$ cat src/rtl/adder_pkg.sv
// Shared definitions for the word-serial adder: FSM encoding, default
// geometry and the word-counter width rule.
package adder_pkg;

   localparam int DEF_WIDTH = 4;
   localparam int DEF_WORDS = 4;

   typedef enum logic [1:0] {
      ST_IDLE  = 2'd0,
      ST_ADD   = 2'd1,
      ST_FLUSH = 2'd2
   } state_t;

   // Counter width for a given number of words per operand, never below 1.
   function automatic int cnt_bits(input int words);
      return (words > 1) ? $clog2(words) : 1;
   endfunction

endpackage

$ cat src/rtl/fulladder.sv
// Combinational word-wide full adder: osum/ocout = ia + ib + icin.
module fulladder #(
   parameter int MP_WIDTH = 4
) (
   input  logic [MP_WIDTH-1:0] ia,
   input  logic [MP_WIDTH-1:0] ib,
   input  logic                icin,
   output logic [MP_WIDTH-1:0] osum,
   output logic                ocout
);

   // Zero-extend every operand so the carry-out lands in the extra bit.
   assign {ocout, osum} = {1'b0, ia} + {1'b0, ib} + {{MP_WIDTH{1'b0}}, icin};

endmodule

$ cat src/rtl/serial_adder.sv
// Word-serial multi-word adder. Operands arrive LSW first over a
// valid/ready stream; each accepted word pair is added with the running
// carry and the registered sum is presented on a valid/ready output.
// The final carry-out and a one-cycle done pulse follow the last word.
module serial_adder
   import adder_pkg::*;
#(
   parameter int MP_WIDTH = DEF_WIDTH,
   parameter int MP_WORDS = DEF_WORDS
) (
   input  logic                iclk,
   input  logic                irst_n,
   input  logic                istart,
   input  logic                icin,
   input  logic                ivalid,
   input  logic [MP_WIDTH-1:0] ia,
   input  logic [MP_WIDTH-1:0] ib,
   output logic                oready,
   output logic [MP_WIDTH-1:0] osum,
   output logic                ovalid,
   input  logic                iready,
   output logic                ocout,
   output logic                odone
);

   localparam int            CW   = cnt_bits(MP_WORDS);
   localparam logic [CW-1:0] LAST = CW'(MP_WORDS - 1);

   state_t                state_q;
   state_t                state_d;
   logic                  carry_q;
   logic [CW-1:0]         cnt_q;
   logic [MP_WIDTH-1:0]   fa_sum;
   logic                  fa_cout;
   logic                  accept;
   logic                  consume;
   logic                  last_word;

   fulladder #(
      .MP_WIDTH (MP_WIDTH)
   ) u_fulladder (
      .ia    (ia),
      .ib    (ib),
      .icin  (carry_q),
      .osum  (fa_sum),
      .ocout (fa_cout)
   );

   // Input side may take a word only while adding and the output slot is free or draining.
   assign oready    = (state_q == ST_ADD) && (!ovalid || iready);
   assign accept    = ivalid && oready;
   assign consume   = ovalid && iready;
   assign last_word = (cnt_q == LAST);

   // State register.
   // NOTE: sequential state uses non-blocking assignments so every register
   // samples pre-edge values regardless of block ordering.
   always_ff @(posedge iclk or negedge irst_n) begin
      if (!irst_n) begin
         state_q <= ST_IDLE;
      end else begin
         state_q <= state_d;
      end
   end

   // Next-state logic: IDLE -> ADD on start, ADD -> FLUSH on last word, FLUSH -> IDLE on final consume.
   // NOTE: state_d gets its default before the case so no path leaves it
   // unassigned, which would otherwise infer a latch.
   always_comb begin
      state_d = state_q;
      unique case (state_q)
         ST_IDLE:  if (istart)                 state_d = ST_ADD;
         ST_ADD:   if (accept && last_word)    state_d = ST_FLUSH;
         ST_FLUSH: if (consume)                state_d = ST_IDLE;
         default:                              state_d = ST_IDLE;
      endcase
   end

   // Datapath: carry, word counter, output word register, carry-out and done pulse.
   // NOTE: only control/data flops exist here (no memory arrays), so every
   // register is cleared by the asynchronous reset to abort cleanly.
   always_ff @(posedge iclk or negedge irst_n) begin
      if (!irst_n) begin
         carry_q <= 1'b0;
         cnt_q   <= '0;
         osum    <= '0;
         ovalid  <= 1'b0;
         ocout   <= 1'b0;
         odone   <= 1'b0;
      end else begin
         odone <= 1'b0;
         unique case (state_q)
            ST_IDLE: begin
               if (istart) begin
                  carry_q <= icin;
                  cnt_q   <= '0;
                  ocout   <= 1'b0;
               end
            end
            ST_ADD: begin
               if (accept) begin
                  osum    <= fa_sum;
                  ovalid  <= 1'b1;
                  carry_q <= fa_cout;
                  // Hold on the last word so the counter never wraps within an operation.
                  if (!last_word) cnt_q <= cnt_q + CW'(1);
               end else if (consume) begin
                  ovalid <= 1'b0;
               end
            end
            ST_FLUSH: begin
               if (consume) begin
                  ovalid <= 1'b0;
                  odone  <= 1'b1;
                  ocout  <= carry_q;
               end
            end
            default: begin
               ovalid <= 1'b0;
            end
         endcase
      end
   end

endmodule

$ cat config.mk
export PLATFORM = sky130hd
export DESIGN_NAME = serial_adder
export DESIGN_NICKNAME = d
export VERILOG_FILES = /design/src/rtl/adder_pkg.sv /design/src/rtl/fulladder.sv /design/src/rtl/serial_adder.sv
export SDC_FILE = /design/constraint.sdc
export NUM_CORES = 1
export LEC_CHECK = 0
export BUFFER_PORTS_ARGS = -buffer_cell sky130_fd_sc_hd__buf_2
export CAP_MARGIN = 20
export CORE_MARGIN = 8
export CORE_UTILIZATION = 45
export DETAILED_ROUTE_END_ITERATION = 6
export GPL_TIMING_DRIVEN = 0
export HOLD_SLACK_MARGIN = 0.08
export PLACE_DENSITY = 0.73
export SLEW_MARGIN = 20
export SYNTH_ARGS = -nofsm -noshare
export SYNTH_HDL_FRONTEND = slang
export SYNTH_SLANG_ARGS = --single-unit
$ cat constraint.sdc
create_clock -name iclk -period 1.75 [get_ports iclk]
set_clock_uncertainty 0.1 [all_clocks]
set_input_delay 0.2625 -clock iclk [delete_from_list [all_inputs] [get_ports iclk]]
set_output_delay 0.2625 -clock iclk [all_outputs]
set_load 0.005 [all_outputs]
After elaboration in Yosys (flattened, before gate mapping)
Cells that the tools add are included.
{"block": "totals", "ff_bits": 12, "in_bits": 14, "output_inout_bits": 8, "wordCells": 51}
{"block": "classes", "n_addsub": 3, "n_eq_ne": 8, "mux": 19, "reduce_logical": 14}
{"cell": "two-way mux 2 bit", "n": 6}
{"cell": "AND reduction 3 bit", "n": 3}
{"cell": "two-way mux 1 bit", "n": 8}
{"cell": "inequality test 2 bit (second input constant)", "n": 4}
{"cell": "one-hot mux 2 bit (3 select lines)", "n": 1}
{"cell": "adder 4 x 4 -> 5 bit", "n": 1}
{"cell": "adder 5 x 1 -> 5 bit", "n": 1}
{"cell": "equality test 2 bit (second input constant)", "n": 2}
{"cell": "logical AND 1 bit", "n": 4}
{"cell": "one-hot mux 1 bit (2 select lines)", "n": 2}
{"cell": "one-hot mux 2 bit (2 select lines)", "n": 1}
{"cell": "AND reduction 4 bit", "n": 1}
{"cell": "nonzero test 2 bit", "n": 2}
{"cell": "one-hot mux 1 bit (3 select lines)", "n": 1}
{"cell": "adder 2 x 1 -> 2 bit (second input constant)", "n": 1}
{"cell": "equality test 2 x 1 -> 1 bit (second input constant)", "n": 1}
{"cell": "logical NOT 2 bit", "n": 1}
{"cell": "inequality test 2 x 1 -> 1 bit (second input constant)", "n": 1}
{"cell": "AND reduction 2 bit", "n": 1}
{"cell": "logical NOT 1 bit", "n": 1}
{"cell": "logical OR 1 bit", "n": 1}

Logic depth before layout (Yosys ltp)
Gate-level depths: netlist of run 1.
{"block": "depth", "depth_word": 7, "ltp_mapped": 7, "ltp_nobuf": 7}

Cells and area by module
From an unflattened synthesis of run 1, not the netlist that was laid out.
{"block": "unflattened", "cells_unflattened": 83, "hier_area_um2": 849.6}
{"mod": "serial_adder", "instances": 1, "cells_each": 67, "area_per_inst_um2": 705.7, "seq_area_each_um2": 300.3}
{"mod": "fulladder", "instances": 1, "cells_each": 16, "area_per_inst_um2": 143.9, "seq_area_each_um2": 0.0}

Worst setup path before layout of run 1
No wires, ideal clock.
{"block": "synth_path", "path_type": "register to register", "from": "register state_q[0]", "to": "register cnt_q[0]", "setup_ns": 0.126, "arrival_time_ns": 1.566, "required_ns": 1.524, "path_slack_ns": -0.042, "stages_incl_launch_ff": 7, "path_buffers": 0, "synth_period_minus_slack_ns": 1.792, "cell_sequence": "dfrtp_1 > inv_1 > ha_1 > nor2b_4 > a311oi_4 > o21ai_2 > a221o_1"}
{"block": "synth_via", "elab_chain_len": 5, "word_cells_on_any_way": 10, "cone_classes": "eq/ne: 4; mux: 1; reduce/logical: 5"}
{"element": "start: declaration", "line_no": "serial_adder.sv:29", "rtl": "state_t state_q;"}
{"element": "start signal: assignment", "line_no": "serial_adder.sv:62", "rtl": "state_q <= state_d;"}
{"element": "equality test 2 x 1 -> 1 bit", "line_no": "serial_adder.sv:50, serial_adder.sv:92"}
{"element": "logical AND 1 bit", "line_no": "serial_adder.sv:50", "rtl": "assign oready = (state_q == ST_ADD) && (!ovalid || iready);"}
{"element": "logical AND 1 bit", "line_no": "serial_adder.sv:51", "rtl": "assign accept = ivalid && oready;"}
{"element": "inequality test 2 bit (no source line)"}
{"element": "AND reduction 4 bit (no source line)"}
{"element": "end signal: assignment", "line_no": "serial_adder.sv:106", "rtl": "if (!last_word) cnt_q <= cnt_q + CW'(1);"}
{"element": "end: declaration", "line_no": "serial_adder.sv:32", "rtl": "logic [CW-1:0] cnt_q;"}
Several ways; a longest one is shown, not always the timed one.
A chain may end at the register's enable or synchronous reset.

Worst setup path in the final report of run 1
{"block": "layout_path", "from": "register state_q[0]", "to": "register state_q[1]"}
{"block": "layout_via", "elab_chain_len": 6, "word_cells_on_any_way": 11, "cone_classes": "eq/ne: 5; mux: 1; reduce/logical: 5"}
{"element": "equality test 2 x 1 -> 1 bit", "line_no": "serial_adder.sv:50, serial_adder.sv:71"}
{"element": "logical AND 1 bit", "line_no": "serial_adder.sv:50"}
{"element": "logical AND 1 bit", "line_no": "serial_adder.sv:51"}
{"element": "logical AND 1 bit", "line_no": "serial_adder.sv:73", "rtl": "ST_ADD: if (accept && last_word) state_d = ST_FLUSH;"}
{"element": "inequality test 2 x 1 -> 1 bit (no source line)"}
{"element": "AND reduction 3 bit (no source line)"}
Several ways; a longest one is shown, not always the timed one.

==> summary.md, run 1 <==
| Metric | Value |
|---|---|
| Peak supply drop | `1.08 mV` |
| Clk root buf | `clkbuf_4` |
| Synth Instances | `80` |
| Synth area leader | `dfrtp_1` |
| Setup-failing EPs final | `0` |
| Clk buf depth | `2` |
| Outcome | `finished clean` |
| Total track usage | `11.0%` |
| TritonCTS Sinks | `12` |
| Chip width | `58.6 um` |
| WP data required | `1.82 ns` |
| Die Ht | `58.6 um` |
| Worst setup EP type | `flop` |
| Final period utilization | `99.9%` |
| Fin cells | `140` |
| I/O pin total | `22` |
| Buffers on Ports | `21` |
| Sequential fraction of the synthesis area | `36.8%` |
| Top-count cell post-synth | `dfrtp_1` |
| Skew-Pair Late Insertion Delay | `0.28 ns` |
| Synth Area in Compound Gates | `16.7%` |
| Core Box Area | `1710 sq um` |
| Setup tns final | `0 ns` |
| Leakage | `0.592 nW` |
| Area of the multi-input gates | `527 sq um` |
| CTS Buf Count | `3` |
| Synth Area per Inst | `10.2 sq um` |
| Net Count, Synth | `105` |
| GR Overflow Total | `0` |
| Worst-path fanout max | `3` |
| Seq cells post-synth | `12` |
| # DRC | `0` |
| Yosys top cell area share | `36.8%` |
| Post-synth EDFFs | `0` |
| Starting Density | `47.8%` |
| Pin count of the biggest net entering global routing | `13` |
| Count of different cell masters after synthesis | `29` |
| Synth top area cells | `dfrtp_1, ha_1, fa_1` |
| # diodes | `0` |
| Critical path type | `flop to flop` |
| Fillers | `137` |
| # rows | `15` |
| Max Cap Violations | `0` |
| Post-layout nets | `141` |
| Post-synth top cells | `dfrtp_1, inv_1, ha_1` |
| Largest family of logic cells by synthesized area | `adder cells` |
| Antenna violations before repair | `0` |
| Worst Setup Start Kind | `flop` |
| Arrival @ worst endpoint | `1.81 ns` |
| Wirelength per Cell | `12.9 um` |
| Slowest cell on crit path | `dfrtp_1` |
| Die area | `3430 sq um` |
| F_max | `572 MHz` |
| Largest stage delay on the critical path | `0.43 ns` |
| Layout cells sized above 1 | `44.3%` |
| Placed Area | `955 sq um` |
| Clock Pin Slew Worst Setup and Hold Paths | `0.08 ns` |
| Antenna viol nets, final | `0` |
| Routed vias/inst | `4.79` |
| RSZ-0062 raised after global routing | `true` |
| Final slew viol count | `0` |
| Main synth FF type | `dfrtp_1` |
| Vias post-DR | `670` |
| Xor and xnor fraction of the mapped netlist area | `2.15%` |
| Fin. Hold Viols | `0` |
| Ys async rst share | `100%` |
| Fraction of the mapped netlist area in simple logic gates | `15.0%` |
| Vias in the first global route | `682` |
| First-pass GRT wire length | `2930 um` |
| Design Area, Final | `1120 sq um` |
| Final WL | `1800 um` |
| Area Overhead vs Synth | `37.6%` |
| Post-synthesis adder-cell area fraction | `18.7%` |
| Pwr dens | `1560 nW/um^2` |
| Tightest Pin Transition | `0.299 ns` |
| Mux contribution to synthesized area | `5.37%` |
| Placer Congestion | `0.790` |
| Storage element area | `300 sq um` |
| Placed insts | `126` |
| Hold Crit Class | `input port to flop` |
| Crit path cell chain | `ha_4, nor2b_4, a311oi_4, nand2_2, mux2_4` |
| Hpwl dp | `1390 um` |
| Initial DRC Count | `6` |
| First-pass detailed-route iteration total | `4` |
| Mapped cell area | `816 sq um` |
| Relative slew margins | `80.1%` |
| Minimum clock period | `1.75 ns` |
| Synth warn | `0` |
| H-tree depth | `1` |
| TritonCTS clock tree | `built` |
cells by family after synthesis:
| kind of cell | count (synthesis) |
|---|---|
| and+or+nand+nor | 22 |
| muxes | 4 |
| adders and majority gates | 11 |
| buffers and inverters | 11 |
| xor gates and xnor gates | 2 |
| DFF | 12 |
| AOI/OAI and AO/OA | 18 |
area by class of cell:
| class | count | share of cell area [%] |
|---|---|---|
| plain buffers | 1 | 0.669 |
| clock buffers | 4 | 3.23 |
| inverters | 10 | 3.34 |
| multi-input cells | 57 | 46.9 |
| flip-flops and latches | 12 | 26.8 |
| well taps | 25 | 2.79 |
| repair buffers | 31 | 16.3 |
layer usage:
| metal | vias up | track usage [%] | share of wire [%] |
|---|---|---|---|
| li1 | 345 | - | - |
| met1 | 308 | 10.9 | 36 |
| met2 | 15 | 20.3 | 56 |
| met3 | 2 | 5.43 | 7.0 |
| met4 | 0 | 2.05 | 0.39 |
| met5 | - | 0 | 0 |
worst paths after layout:
check,from,endpoint,cells past startpoint,slack [ns]
worst min-delay path,ivalid,ovalid$_DFFE_PN0P_,3,0.21
max in group asynchronous,irst_n,osum[2]$_DFFE_PN0P_,2,1.05
min in group asynchronous,irst_n,carry_q$_DFFE_PN0P_,2,0.28
worst max register to register,state_q[0]$_DFFE_PN0P_,state_q[1]$_DFFE_PN0P_,5,0.001
worst min register to register,osum[1]$_DFFE_PN0P_,osum[1]$_DFFE_PN0P_,2,0.38
worst max-delay path,state_q[0]$_DFFE_PN0P_,state_q[1]$_DFFE_PN0P_,5,0.001
cells in the final DEF (no fill, tap or decap), drive strengths merged:
cell type and count:
inv 10, a221o 1, a221oi 1, o211a 1
fa 2, and3 1, and2 1, buf 31
a311oi 1, dfrtp 12, xor2 2, nand2b 1
nor3 1, mux2i 1, mux2 3, a22o 1
nand3 1, o21ai 9, clkbuf 4, nor2b 5
nor2 2, nand2 8, a31oi 1, dlygate4sd3 1
ha 9, nand4b 2, a21o 1, a21oi 2
registers in the layout, summed over array words and instances (netlist names):
name and cells:
state_q 2, cnt_q 2, ocout 1, carry_q 1, ovalid 1, odone 1, osum 4
worst max-delay path: cells and delay by family, from the launching register on:
| kind | cells | cell delay, ns |
|---|---|---|
| compound gates | 1 | 0.32 |
| mux | 1 | 0.31 |
| fa+ha+maj | 1 | 0.20 |
| simple gates | 2 | 0.27 |
| flops | 1 | 0.43 |
timing repair:
action,CTS,global route
buffers inserted,6,3
pin swaps,4,0
hold buffers,1,0
setup endpoints to repair,6,5
endpoints found under the hold margin,12,0
gates resized for setup,12,3
power breakdown:
part           switching (mW)  total (mW)  internal [mW]
Clock                  0.0940       0.221          0.127
Combinational           0.473        1.06          0.584
Sequential             0.0827       0.475          0.392
Total                   0.650        1.75           1.10
through the flow:
stage | worst slack (ns) | hold slack [ns] | power, mW | utilization (%)
2_1_floorplan | 0.000854 | -0.133 | 1.01 | -
3_3_place_gp | -0.129 | 0.0488 | 1.20 | 55.9
3_5_place_dp | -0.172 | 0.0557 | 1.23 | 55.9
4_1_cts | 0.00144 | 0.200 | 1.69 | 63.9
5_1_grt | -0.0558 | 0.223 | 1.89 | 65.7
6_report | 0.00143 | 0.210 | 1.75 | 65.7
(Power assumes the default switching activity.)
==> run 2, diff against run 1 <==
--- a/config.mk
+++ b/config.mk
@@ -5,14 +5,15 @@
 export SDC_FILE = /design/constraint.sdc
 export NUM_CORES = 1
 export LEC_CHECK = 0
+export ABC_AREA = 1
 export BUFFER_PORTS_ARGS = -buffer_cell sky130_fd_sc_hd__buf_2
 export CAP_MARGIN = 20
 export CORE_MARGIN = 8
-export CORE_UTILIZATION = 45
+export CORE_UTILIZATION = 46
 export DETAILED_ROUTE_END_ITERATION = 6
 export GPL_TIMING_DRIVEN = 0
 export HOLD_SLACK_MARGIN = 0.08
-export PLACE_DENSITY = 0.73
+export PLACE_DENSITY = 0.74
 export SLEW_MARGIN = 20
 export SYNTH_ARGS = -nofsm -noshare
 export SYNTH_HDL_FRONTEND = slang
==> summary.md, run 2 <==
| Metric | Value |
|---|---|
| Net Count, Synth | `131 (+25%)` |
| Mapped cell area | `836 sq um (+2.5%)` |
| Vias post-DR | `756 (+13%)` |
| Relative slew margins | `81.9% (+1.8 points)` |
| Skew-Pair Late Insertion Delay | `0.28 ns (about the same)` |
| Post-synth top cells | `nand2_1, inv_1, dfrtp_1` |
| Area Overhead vs Synth | `24.3%` |
| Top-count cell post-synth | `nand2_1` |
| Final WL | `1830 um (+1.8%)` |
| Hold Path Stages | `3 (unchanged)` |
| Minimum clock period | `1.69 ns (-0.0577 ns)` |
| Die area | `3440 sq um (+0.17%)` |
| Worst r2r path cells | `10 (+5)` |
| Worst-path fanout max | `6 (+3)` |
| GR Overflow Total | `0 (unchanged)` |
| Synth warn | `0 (unchanged)` |
| Final period utilization | `96.6% (-3.3 points)` |
| Tightest Pin Transition | `0.272 ns (-0.0266 ns)` |
| Seq cells post-synth | `12 (unchanged)` |
| Post-layout nets | `158 (+12%)` |
| Most common cell after layout, fill and taps aside | `nand2_1` |
| Vias in the first global route | `839 (+23%)` |
| Pin count of the biggest net entering global routing | `13 (unchanged)` |
| Clock Pin Slew Worst Setup and Hold Paths | `0.08 ns (about the same)` |
| Wirelength per Cell | `11.7 um (-9.2%)` |
| # rows | `15 (unchanged)` |
| Fin cells | `157 (+12%)` |
| Setup-failing EPs final | `0 (unchanged)` |
| TritonCTS clock tree | `built` |
| Hpwl dp | `1420 um (+2.6%)` |
| Synth Instances | `106 (+33%)` |
| Top layer in use | `met4` |
| Worst setup EP type | `output port` |
| Yosys top cell area share | `35.9% (-0.88 points)` |
| Buffers on Ports | `21 (unchanged)` |
| Die Ht | `58.6 um (about the same)` |
| Synth Area per Inst | `7.88 sq um (-23%)` |
| Design Area, Final | `1040 sq um (-7.5%)` |
| Critical path type | `flop to output port` |
| Largest Register | `osum` |
| Final critical-path setup slack | `0.0591 ns (+0.0577 ns)` |
| Hold_sp | `iready` |
| Final slew viol count | `0 (unchanged)` |
| I/O pin total | `22 (unchanged)` |
| R2R Setup Slk | `0.06 ns (+0.06 ns)` |
| Starting Density | `48.4% (+0.64 points)` |
| Routed vias/inst | `4.82 (+0.62%)` |
| Outcome | `finished clean` |
| Fin. Hold Viols | `0 (unchanged)` |
| Total track usage | `12.0% (+1.0 points)` |
| Reg2Reg Capture Point | `carry_q$_DFFE_PN0P_` |
| Max reg flops | `4 (unchanged)` |
| First-pass GRT wire length | `3220 um (+9.9%)` |
| Leakage | `0.609 nW (+2.8%)` |
| Pwr dens | `1430 nW/um^2 (-8.6%)` |
| Ys async rst share | `100% (unchanged)` |
| First-pass detailed-route iteration total | `4 (unchanged)` |
| Fillers | `169 (+23%)` |
| Hold endpoint | `odone$_DFF_PN0_` |
| Synth area leader | `dfrtp_1` |
| Placed insts | `152 (+21%)` |
| Antenna viol nets, final | `0 (unchanged)` |
| Hold Crit Class | `input port to flop` |
| Synth top area cells | `dfrtp_1, nand2_1, ha_1` |
| Placed Area | `972 sq um (+1.8%)` |
| Max Cap Violations | `0 (unchanged)` |
| CTS Buf Count | `3 (unchanged)` |
| Worst Setup Start Kind | `flop` |
| Largest regs | `osum: 4 flops, cnt_q: 2 flops, state_q: 2 flops` |
| DP Worst Slack | `-0.0670 ns (+0.105 ns)` |
| Placer Congestion | `0.793 (+0.37%)` |
| R2R Path Start | `carry_q$_DFFE_PN0P_` |
| DR WL met3 | `109 um (-13%)` |
| H-tree depth | `1 (unchanged)` |
| Met1 WL | `795 um (+21%)` |
| Main synth FF type | `dfrtp_1` |
| Antenna violations before repair | `0 (unchanged)` |
| Most frequent cells in the layout | `nand2_1, buf_2, inv_1` |
| Peak supply drop | `0.613 mV (-43%)` |
| Clk root buf | `clkbuf_4` |
| Core Box Area | `1730 sq um (+1.1%)` |
| TritonCTS Sinks | `12 (unchanged)` |
| Initial DRC Count | `18 (+12)` |
| # diodes | `0 (unchanged)` |
| Core Util, Final | `60.1% (-5.6 points)` |
| RSZ-0062 raised after global routing | `false` |
| Layout cells sized above 1 | `27.3% (-17 points)` |
| Count of different cell masters after synthesis | `19 (-34%)` |
| Post-synth EDFFs | `0 (unchanged)` |
| Clk buf depth | `2 (unchanged)` |
| # DRC | `0 (unchanged)` |
| Sequential fraction of the synthesis area | `35.9% (-0.88 points)` |
| WL met2 | `880 um (-13%)` |
| F_max | `591 MHz (+3.4%)` |
| WP data required | `1.39 ns (-0.43 ns)` |
| Chip width | `58.6 um (about the same)` |
| Arrival @ worst endpoint | `1.33 ns (-0.48 ns)` |
-- run 2: where the power goes --
group          total, mW  switching [mW]  internal [mW]
sequential         0.465          0.0789          0.386
clock              0.220          0.0938          0.127
combinational      0.797           0.470          0.326
total               1.48           0.643          0.839
-- run 2: kinds of logic after synthesis --
group,count (synthesis),share of synthesized area (%)
compound gates,8,5.09
fa+ha+maj,11,18.3
simple gates,53,29.3
buf+inv,21,10.3
xor+xnor,1,1.05
flops,12,35.9
-- run 2: metrics by stage --
step / TNS, ns / hold slack, ns / power (mW)
2_1_floorplan: 0 / -0.133 / 1.00
3_3_place_gp: -0.0380 / 0.0583 / 1.19
6_report: 0 / 0.138 / 1.48
3_5_place_dp: -0.116 / 0.0570 / 1.22
4_1_cts: 0 / 0.144 / 1.48
5_1_grt: 0 / 0.167 / 1.63
-- run 2: layout make-up --
type | instances | area, sq um | share of cell area [%]
buffer | 1 | 11.3 | 1.08
clock buffer | 4 | 36.3 | 3.49
inverter | 20 | 75.1 | 7.23
multi-input combinational | 73 | 469 | 45.2
sequential | 12 | 300 | 28.9
tap | 25 | 31.3 | 3.01
timing repair buffer | 22 | 115 | 11.1
-- run 2: critical path: stages (launching register included) --
cell and delay [ns]:
dfrtp_1 0.40, inv_1 0.16, ha_4 0.20, inv_1 0.08
nor2_1 0.10, buf_2 0.11
-- run 2: what timing repair did --
item | 4_1_cts | 5_1_grt
setup buffers | 0 | 0
gates resized for setup | 3 | 3
hold buffers | 1 | 0
hold endpoints to repair | 12 | 0
pin swaps | 0 | 0
setup endpoints to repair | 3 | 3
-- run 2: worst max path at each step --
stage	start	endpoint	slack, ns
after detailed placement	ia[0]	carry_q$_DFFE_PN0P_	-0.07
after floorplan	carry_q$_DFFE_PN0P_	carry_q$_DFFE_PN0P_	0.08
after CTS	carry_q$_DFFE_PN0P_	carry_q$_DFFE_PN0P_	0.004
after global routing	state_q[1]$_DFFE_PN0P_	oready	0.003
final	state_q[1]$_DFFE_PN0P_	oready	0.06
after global placement	ia[0]	carry_q$_DFFE_PN0P_	-0.04
-- run 2: layer usage --
metal,up-vias,GRT usage [%]
met5,-,0
met4,0,8.53
met3,5,3.70
met2,22,20.9
met1,348,11.9
li1,381,-
==> run 3, diff against run 2 <==
--- a/config.mk
+++ b/config.mk
@@ -13,7 +13,7 @@
 export DETAILED_ROUTE_END_ITERATION = 6
 export GPL_TIMING_DRIVEN = 0
 export HOLD_SLACK_MARGIN = 0.08
-export PLACE_DENSITY = 0.74
+export PLACE_DENSITY = 0.76
 export SLEW_MARGIN = 20
 export SYNTH_ARGS = -nofsm -noshare
 export SYNTH_HDL_FRONTEND = slang
==> summary.md, run 3 (synthesized netlist as in run 2, its figures left out) <==
| Metric | Value |
|---|---|
| Tightest Pin Transition | `0.292 ns (+0.0202 ns)` |
| Peak supply drop | `0.770 mV (+26%)` |
| Final period utilization | `95.4% (-1.2 points)` |
| Total track usage | `12.3% (+0.24 points)` |
| Pin count of the biggest net entering global routing | `13 (unchanged)` |
| Total power draw | `1.50 mW (+0.95%)` |
| Placed insts | `152 (unchanged)` |
| Vias post-DR | `739 (-2.2%)` |
| Core Util, Final | `60.9% (+0.80 points)` |
| Worst setup EP type | `flop` |
| Starting Density | `48.4% (unchanged)` |
| Buffers on Ports | `21 (unchanged)` |
| F_max | `599 MHz (+1.3%)` |
| Final WL | `1780 um (-2.9%)` |
| Largest Register | `osum` |
| Pwr dens | `1420 nW/um^2 (-0.37%)` |
| Critical path type | `flop to flop` |
| I/O pin total | `22 (unchanged)` |
| DP Worst Slack | `-0.0760 ns (-0.00904 ns)` |
| Clk root buf | `clkbuf_4` |
| # rows | `15 (unchanged)` |
| Routed vias/inst | `4.65 (-3.5%)` |
| Largest stage delay on the critical path | `0.36 ns (-0.04 ns)` |
| Area Overhead vs Synth | `25.9%` |
| Initial DRC Count | `7 (-11)` |
| Fin. Hold Viols | `0 (unchanged)` |
| Worst Setup Start Kind | `flop` |
| Final critical-path setup slack | `0.0808 ns (+0.0216 ns)` |
| Final slew viol count | `0 (unchanged)` |
| TritonCTS clock tree | `built` |
| Most Frequent Cell on Critical Path | `nand2_1` |
| First-pass detailed-route iteration total | `3 (-1)` |
| Die Ht | `58.6 um (unchanged)` |
| Crit path cell chain | `inv_1, fa_2, fa_2, inv_1, nand3_1, nand2_1, nand2_1, nand2_1, nand2_1, nand2_1` |
| GR Overflow Total | `0 (unchanged)` |
| # DRC | `0 (unchanged)` |
| Largest regs | `osum: 4 flops, cnt_q: 2 flops, state_q: 2 flops` |
| # diodes | `0 (unchanged)` |
| Post-layout nets | `160 (+1.3%)` |
| WP data required | `1.88 ns (+0.49 ns)` |
| Most common cell after layout, fill and taps aside | `nand2_1` |
| Outcome | `finished clean` |
| Core Box Area | `1730 sq um (unchanged)` |
| Fin cells | `159 (+1.3%)` |
| Leakage | `0.619 nW (+1.6%)` |
| Wirelength per Cell | `11.2 um (-4.1%)` |
| Relative slew margins | `80.5% (-1.3 points)` |
| Die area | `3440 sq um (unchanged)` |
| Worst-path fanout max | `2 (-4)` |
| Max Cap Violations | `0 (unchanged)` |
| CTS Buf Count | `3 (unchanged)` |
| Clock Pin Slew Worst Setup and Hold Paths | `0.08 ns (about the same)` |
| Hold Crit Class | `input port to flop` |
| Antenna violations before repair | `0 (unchanged)` |
| Setup-failing EPs final | `0 (unchanged)` |
| Layout cells sized above 1 | `28.4% (+1.1 points)` |
| Chip width | `58.6 um (unchanged)` |
| Clk buf depth | `2 (unchanged)` |
| Fillers | `154 (-8.9%)` |
| Hpwl dp | `1430 um (+0.83%)` |
| Placer Congestion | `0.805 (+1.5%)` |
| Antenna viol nets, final | `0 (unchanged)` |
| Skew-Pair Late Insertion Delay | `0.28 ns (about the same)` |
| Slowest cell on crit path | `dfrtp_1` |
| TritonCTS Sinks | `12 (unchanged)` |
| Max reg flops | `4 (unchanged)` |
| First-pass GRT wire length | `3280 um (+1.7%)` |
| Most frequent cells in the layout | `nand2_1, buf_2, inv_1` |
| Arrival @ worst endpoint | `1.80 ns (+0.47 ns)` |
| Minimum clock period | `1.67 ns (-0.0216 ns)` |
| Vias in the first global route | `765 (-8.8%)` |
| RSZ-0062 raised after global routing | `true` |
| H-tree depth | `1 (unchanged)` |
-- run 3: cell types whose count changed in the layout (fill, tap and decap cells not counted), sizes merged --
cell	change
buf	+2
-- run 3: final cells by class --
class / count / area (sq um) / area share [%]
Buffer: 1 / 11.3 / 1.07
Clock buffer: 4 / 36.3 / 3.45
Inverter: 20 / 75.1 / 7.13
Multi-Input combinational cell: 73 / 467 / 44.4
Sequential cell: 12 / 302 / 28.7
Tap cell: 25 / 31.3 / 2.97
Timing Repair Buffer: 24 / 130 / 12.4
-- run 3: critical path, delay by kind of cell, from the launching register on --
family | cells | cell delay, ns
buffers and inverters | 2 | 0.11
and+or+nand+nor | 6 | 0.33
DFF | 1 | 0.36
adders and majority gates | 2 | 0.71
-- run 3: final timing paths --
| path | to | cells past startpoint | start | slack [ns] |
|---|---|---|---|---|
| setup / recovery | carry_q$_DFFE_PN0P_ | 10 | carry_q$_DFFE_PN0P_ | 0.08 |
| hold / removal | odone$_DFF_PN0_ | 3 | iready | 0.12 |
| setup reg to reg | carry_q$_DFFE_PN0P_ | 10 | carry_q$_DFFE_PN0P_ | 0.08 |
| hold reg to reg | osum[0]$_DFFE_PN0P_ | 2 | osum[0]$_DFFE_PN0P_ | 0.38 |
| max in group asynchronous | state_q[0]$_DFFE_PN0P_ | 2 | irst_n | 1.02 |
| min in group asynchronous | odone$_DFF_PN0_ | 2 | irst_n | 0.29 |
-- run 3: routing by layer --
layer / global-route usage [%] / wire, um
met1: 13.2 / 796
met2: 20.5 / 831
met3: 3.91 / 113
met4: 7.51 / 38
met5: 0 / 0
-- run 3: what timing repair did --
| item | CTS | global route |
|---|---|---|
| buffers inserted | 1 | 1 |
| hold buffers | 1 | 0 |
| gates resized for setup | 3 | 3 |
| hold endpoints to repair | 12 | 0 |
| setup endpoints to repair | 3 | 5 |
-- run 3: stage by stage --
stage / area [sq um] / hold slack [ns] / setup TNS (ns)
after global routing: 1050 / 0.132 / -0.0138
after floorplan: 836 / -0.133 / 0
after CTS: 1040 / 0.111 / 0
after global placement: 972 / 0.0567 / -0.0346
final: 1050 / 0.124 / 0
after detailed placement: 972 / 0.0593 / -0.139
-- run 3: where the power goes --
| part | internal, mW | switching [mW] |
|---|---|---|
| clock | 0.127 | 0.0991 |
| sequential | 0.388 | 0.0714 |
| combinational | 0.345 | 0.466 |
